$ cat src/rtl/sub_serial_nbit.sv
// sub_serial_nbit: bit-serial n-bit subtractor computing a - b - borrow_in,
// one bit per clock, LSB first, with a start/done handshake.
//
// Ports:
//   clk        system clock, rising edge
//   n_rst      asynchronous active-low reset
//   start      request, sampled only in IDLE
//   a, b       minuend / subtrahend, latched on the accepting edge
//   borrow_in  initial borrow, latched on the accepting edge
//   busy       high while the subtraction is in progress
//   done       one-cycle pulse when diff/underflow hold a new result
//   diff       registered difference, (a - b - borrow_in) mod 2^BIT_WIDTH
//   underflow  registered final borrow-out (a < b + borrow_in, unsigned)
module sub_serial_nbit #(
    parameter int unsigned BIT_WIDTH = 4
) (
    input  logic                 clk,
    input  logic                 n_rst,
    input  logic                 start,
    input  logic [BIT_WIDTH-1:0] a,
    input  logic [BIT_WIDTH-1:0] b,
    input  logic                 borrow_in,
    output logic                 busy,
    output logic                 done,
    output logic [BIT_WIDTH-1:0] diff,
    output logic                 underflow
);

    localparam int unsigned CNT_W = (BIT_WIDTH > 1) ? $clog2(BIT_WIDTH) : 1;
    localparam logic [CNT_W-1:0] CNT_LAST = CNT_W'(BIT_WIDTH - 1);

    typedef enum logic [1:0] {
        IDLE = 2'd0,
        CALC = 2'd1,
        DONE = 2'd2
    } state_t;

    state_t state;
    state_t state_next;

    logic [BIT_WIDTH-1:0] a_sh;
    logic [BIT_WIDTH-1:0] b_sh;
    logic [BIT_WIDTH-1:0] res_sh;
    logic                 br;
    logic [CNT_W-1:0]     cnt;

    logic                 d_bit;
    logic                 br_next;
    logic                 last_bit;
    logic [BIT_WIDTH-1:0] res_next;
    logic                 busy_next;
    logic                 done_next;

    // One full-subtractor slice on the current LSBs.
    always_comb begin
        d_bit    = a_sh[0] ^ b_sh[0] ^ br;
        br_next  = (~a_sh[0] & b_sh[0]) | (~(a_sh[0] ^ b_sh[0]) & br);
        last_bit = (cnt == CNT_LAST);
        // Result bits enter at the MSB so the first (LSB) bit ends up at bit 0.
        res_next = {d_bit, res_sh[BIT_WIDTH-1:1]};
    end

    // State register.
    always_ff @(posedge clk or negedge n_rst) begin
        if (!n_rst) begin
            state <= IDLE;
        end else begin
            state <= state_next;
        end
    end

    // Next-state logic.
    always_comb begin
        state_next = state;
        case (state)
            IDLE:    if (start) state_next = CALC;
            CALC:    if (last_bit) state_next = DONE;
            DONE:    state_next = IDLE;
            default: state_next = IDLE;
        endcase
    end

    // Output decode; busy/done are registered from the next state so they
    // line up exactly with the state they describe.
    always_comb begin
        busy_next = 1'b0;
        done_next = 1'b0;
        case (state_next)
            CALC:    busy_next = 1'b1;
            DONE:    done_next = 1'b1;
            default: ;
        endcase
    end

    // Datapath: operand/result shifters, borrow, bit counter and result outputs.
    always_ff @(posedge clk or negedge n_rst) begin
        if (!n_rst) begin
            a_sh      <= '0;
            b_sh      <= '0;
            res_sh    <= '0;
            br        <= 1'b0;
            cnt       <= '0;
            busy      <= 1'b0;
            done      <= 1'b0;
            diff      <= '0;
            underflow <= 1'b0;
        end else begin
            busy <= busy_next;
            done <= done_next;
            case (state)
                IDLE: begin
                    if (start) begin
                        a_sh   <= a;
                        b_sh   <= b;
                        br     <= borrow_in;
                        res_sh <= '0;
                        cnt    <= '0;
                    end
                end
                CALC: begin
                    a_sh   <= a_sh >> 1;
                    b_sh   <= b_sh >> 1;
                    br     <= br_next;
                    res_sh <= res_next;
                    if (last_bit) begin
                        diff      <= res_next;
                        underflow <= br_next;
                    end else begin
                        cnt <= cnt + CNT_W'(1);
                    end
                end
                default: ;
            endcase
        end
    end

endmodule

$ cat config.mk
export PLATFORM = sky130hd
export DESIGN_NAME = sub_serial_nbit
export DESIGN_NICKNAME = d
export VERILOG_FILES = /design/src/rtl/sub_serial_nbit.sv
export SDC_FILE = /design/constraint.sdc
export NUM_CORES = 1
export LEC_CHECK = 0
export ABC_CLOCK_PERIOD_IN_PS = 1400
export CORE_MARGIN = 5
export CORE_UTILIZATION = 45
export CTS_CLUSTER_DIAMETER = 200
export DETAILED_ROUTE_END_ITERATION = 6
export HOLD_SLACK_MARGIN = 0.15
export PLACE_DENSITY = 0.7
export SYNTH_ARGS = -nofsm -noshare
export SYNTH_HDL_FRONTEND = slang
export SYNTH_SLANG_ARGS = --single-unit
$ cat constraint.sdc
create_clock -name clk -period 1.4 [get_ports clk]
set_clock_uncertainty 0.1 [all_clocks]
set_input_delay 0.14 -clock clk [delete_from_list [all_inputs] [get_ports clk]]
set_output_delay 0.14 -clock clk [all_outputs]
set_load 0.05 [all_outputs]
# After elaboration in Yosys (flattened, before gate mapping)
# Cells that the tools add are included.
# totals
inputBits,12
word_cells,45
output_inout_bits,7
regBits,24
# op_classes
addsub,1
n_mux,16
n_bitwise,7
eq_ne,6
reduce_logical,5
# ops
op,count
4-bit case mux with 2 select lines,3
4-bit 2-to-1 mux,3
2-bit 2-to-1 mux,4
2-bit case mux with 2 select lines,2
2-bit by 1-bit == test with 1-bit output (second input constant),2
2-bit == test (second input constant),2
2-bit != test (second input constant),2
2-bit AND reduction,2
1-bit 2-to-1 mux,3
3-bit AND reduction,1
2-bit by 1-bit adder with 2-bit output (second input constant),1
1-bit bitwise AND,2
2-bit logical NOT,1
1-bit NOT,2
1-bit case mux with 2 select lines,1
2-bit nonzero test,1
1-bit bitwise XOR,2
1-bit bitwise OR,1

# Longest topological paths before layout
# depth
ltp_word,5
mapped_depth,3

# Worst setup path after synthesis
# No wires, ideal clock.
# synth_path
path_type,register to register
startpoint,reg a_sh[0]
endpoint,reg diff[3]
stages_incl_launch_ff,3
required_ns,1.175
n_path_buf,0
slack_ns,0.049
arrival_ns,1.126
path_cell_list,dfrtp_1 -> fa_1 -> mux2_4
# synth_between
elab_chain_cells,2
# synth_rtl
element,line,text
"start, declared",41,logic [BIT_WIDTH-1:0] a_sh;
"start signal, assigned",121,a_sh <= a_sh >> 1;
1-bit bitwise XOR (2 in a row),56,d_bit = a_sh[0] ^ b_sh[0] ^ br;
via d_bit,47,logic d_bit;
"end signal, assigned",126,diff <= res_next;
"end, declared",25,"output logic [BIT_WIDTH-1:0] diff,"
# The timed path passes the listed nets, and every way through them passes these cells.
# A chain may end at the register's enable or synchronous reset.

# Worst setup path after layout
# layout_path
startpoint,reg br
endpoint,reg diff[3]
# layout_between
elab_chain_cells,1
# layout_rtl
element,line,text
"start, declared",44,logic br;
"start signal, assigned",115,br <= borrow_in;
"start signal, assigned",123,br <= br_next;
1-bit bitwise XOR,56,
via d_bit,47,
# The timed path passes the listed nets, and every way through them passes these cells.

==> impl_metrics.csv <==
group,metric,value,unit
timing,fin_crit,1.378,ns
timing,setup_viol,0,
layout,final_nets,127,
power_and_ir_drop,powerDensity,2401,nW/um2
route,vias,740,
clocking,clock_tree.buffer_depth,2,
clocking,clk_pin_slew,0.13,ns
clocking,htree_levels,1,
timing,max_slew.worst_pin.slew,0.4114,ns
outcome,status,"complete, no violations",
synth,synth.cell_area,1040,um2
clocking,cts-root-buf,"clkbuf_4",
grt,grt_overflow,0,
clocking,insertion_delay,0.31,ns
timing,holdWs,0.3233,ns
power_and_ir_drop,total_power,0.003416,W
grt,gr-usage-all-layers,12.66,%
clocking,cts_sinks,23,
synth,yosys.area_share.simple,11.79,%
critical_path,cp.arrival,1.49,ns
layout,final_common_cell,"dfrtp_1",
synth,yosysWarnings,0,
timing,worst_slack,0.02187,ns
hold_path,min_path_cells,3,
critical_path,worstSetupPathType,"register to register",
route,wl_per_cell,13.81,um
synth,synth-xor-area-share,0,%
layout,fillers,189,
synth,synth_top_area_share,55.35,%
critical_path,endpoint_kind,"register",
layout,syn2layout_area_growth,36.82,%
layout,drive_above_1_share,33.93,%
synth,synth_top_area_cell,"dfrtp_1",
grt,grt_pass1_wl,3284,um
synth,yosys.area_share.adder,3.129,%
route,drt_first_pass_iters,7,
route,drtIter0Drc,28,
timing,setup_tns,0,ns
flow_run,cap_violations,0,
synth,synth_seq_cells,23,
timing,finalHoldViolCount,0,
layout,multi_input_area,387.9,um2
layout,ff_latch_area,576.8,um2
critical_path,rrSetupSlack,0.02,ns
power_and_ir_drop,ir_worst_vdd,1303,uV
place,dpl.hpwl,1414,um
layout,diodes,0,
synth,synth_compound_area_share,14.68,%
timing,slew_viol_final,0,
synth,avgSynthCellArea,12.84,um2
timing,fmax,725.6,MHz
hold_path,hold_path_class,"input port to register",
floorplanning,start_util,47.00,%
grt,first_global_vias,762,
place,finalWeightedCongestion,0.7898,
floorplanning,io_pins,19,
synth,syn_inst,81,
critical_path,rr_endpoint,"diff[3]$_DFFE_PN0P_",
critical_path,cp.required,1.51,ns
timing,fin_crit_sh,98.44,%
synth,yosys-top-cells-area,"dfrtp_1, a222oi_1, mux2_4, inv_1, buf_6",
floorplanning,dieArea,3372,um2
route,drc,0,
floorplanning,die_h,58.07,um
critical_path,rr_worst_depth,3,
grt,grt_max_degree,24,
floorplanning,core-area,2212,um2
grt,antenna_found_initial,0,
hold_path,holdPathEnd,"a_sh[1]$_DFFE_PN0P_",
route,drtAntennaViolNets,0,
layout,fin_util,64.31,%
clocking,cts_buffers,3,
route,drt-total-wl,1934,um
route,viasPerCell,5.286,
synth,yosys-mux-area-fraction,6.739,%
place,pre_cts_ws,-0.1571,ns
critical_path,cp_max_fo,2,
timing,slew_headroom,72.45,%
synth,synth-seq-area-share,55.35,%
layout,layout_common_cells,"dfrtp_1, buf_4, clkdlybuf4s50_1, inv_1",
floorplanning,core.rowCount,17,
synth,synth_top_family_by_area,"compound AO/OA/AOI/OAI gates",
timing,rsz0062_at_grt,"yes",
clocking,tritoncts,"yes",
synth,synth_cell_types,22,
floorplanning,die_w,58.07,um
place,port_buffers,18,
power_and_ir_drop,power.leakage,0.6962,nW
synth,syn-num-nets,95,
critical_path,timing.rr.start,"br$_DFFE_PN0P_",
hold_path,hold_start,"a[1]",
critical_path,cp-start-kind,"register",
==> timing repair <==
action | 4_1_cts | 5_1_grt
endpoints found under the hold margin | 23 | 0
pin swaps | 1 | 2
hold buffers | 1 | 0
gates resized for setup | 5 | 2
setup endpoints to repair | 16 | 3
setup buffers | 1 | 1
==> synthesized netlist by cell type <==
cell,number
nor2b_1,2
o21bai_2,1
nand3b_4,1
buf_4,1
fa_1,1
a222oi_1,7
ha_1,1
nor4b_1,1
nor4bb_1,1
nor2_1,7
and3_2,2
buf_6,3
dfrtp_1,23
mux2_4,4
mux2i_1,1
nand4bb_1,2
inv_1,12
a22o_1,3
o311ai_0,2
nand2_1,2
a211o_1,2
a21oi_1,2
==> registers in the layout (all words and copies together) (netlist names) <==
register	cells
a_sh	4
b_sh	4
diff	4
res_sh	3
cnt	2
state	2
br	1
busy	1
done	1
underflow	1
==> report_power, final <==
part / internal, W / total [W] / leakage (nW) / switching, W
Sequential: 0.000970 / 0.00118 / 0.281 / 0.000211
Combinational: 0.00103 / 0.00193 / 0.398 / 0.000895
Clock: 0.000107 / 0.000305 / 0.0177 / 0.000199
Total: 0.00211 / 0.00342 / 0.696 / 0.00130
==> worst max-delay path by stage <==
stage	depth (start not counted)	slack, ns	from	end
after floorplan	2	0.05	a_sh[0]$_DFFE_PN0P_	diff[3]$_DFFE_PN0P_
after global placement	3	-0.09	start	a_sh[0]$_DFFE_PN0P_
after detailed placement	2	-0.16	state[1]$_DFF_PN0_	a_sh[0]$_DFFE_PN0P_
after CTS	3	0.01	br$_DFFE_PN0P_	diff[3]$_DFFE_PN0P_
after global routing	3	-0.02	br$_DFFE_PN0P_	diff[3]$_DFFE_PN0P_
final	3	0.02	br$_DFFE_PN0P_	diff[3]$_DFFE_PN0P_
==> cell type report <==
cell class	instances	share of cell area, %
sequential	23	40.55
clock inverter	1	0.3518
timing repair buffer	31	24.63
inverter	12	3.166
multi-input combinational	42	27.26
tap	28	2.463
clock buffer	3	1.583
==> metal layers <==
metal  share of wire [%]  global-route usage (%)  vias to the layer above  wire length, um
met2                  50                   20.97                       25              961
li1                    -                       -                      356                -
met4                   0                   5.960                        0                0
met5                   0                       0                        -                0
met3                 5.2                   2.004                        0              101
met1                  45                   16.12                      359              870
==> worst max-delay path, stage by stage (launching register included) <==
cell and delay (ns):
dfrtp_1 0.39, inv_2 0.07, fa_2 0.44, mux2_4 0.27
==> kinds of logic after synthesis <==
group | count (synthesis)
buffers and inverters | 16
muxes | 5
DFF | 23
adders and majority gates | 2
and+or+nand+nor | 18
AOI/OAI and AO/OA | 17
==> through the flow <==
stage | std cells | area (um2)
floorplan | 81 | 1040
global placement | 133 | 1359
detailed placement | 133 | 1359
CTS | 139 | 1413
global route | 140 | 1423
finish | 140 | 1423
Power figures use the tool's default switching activity.
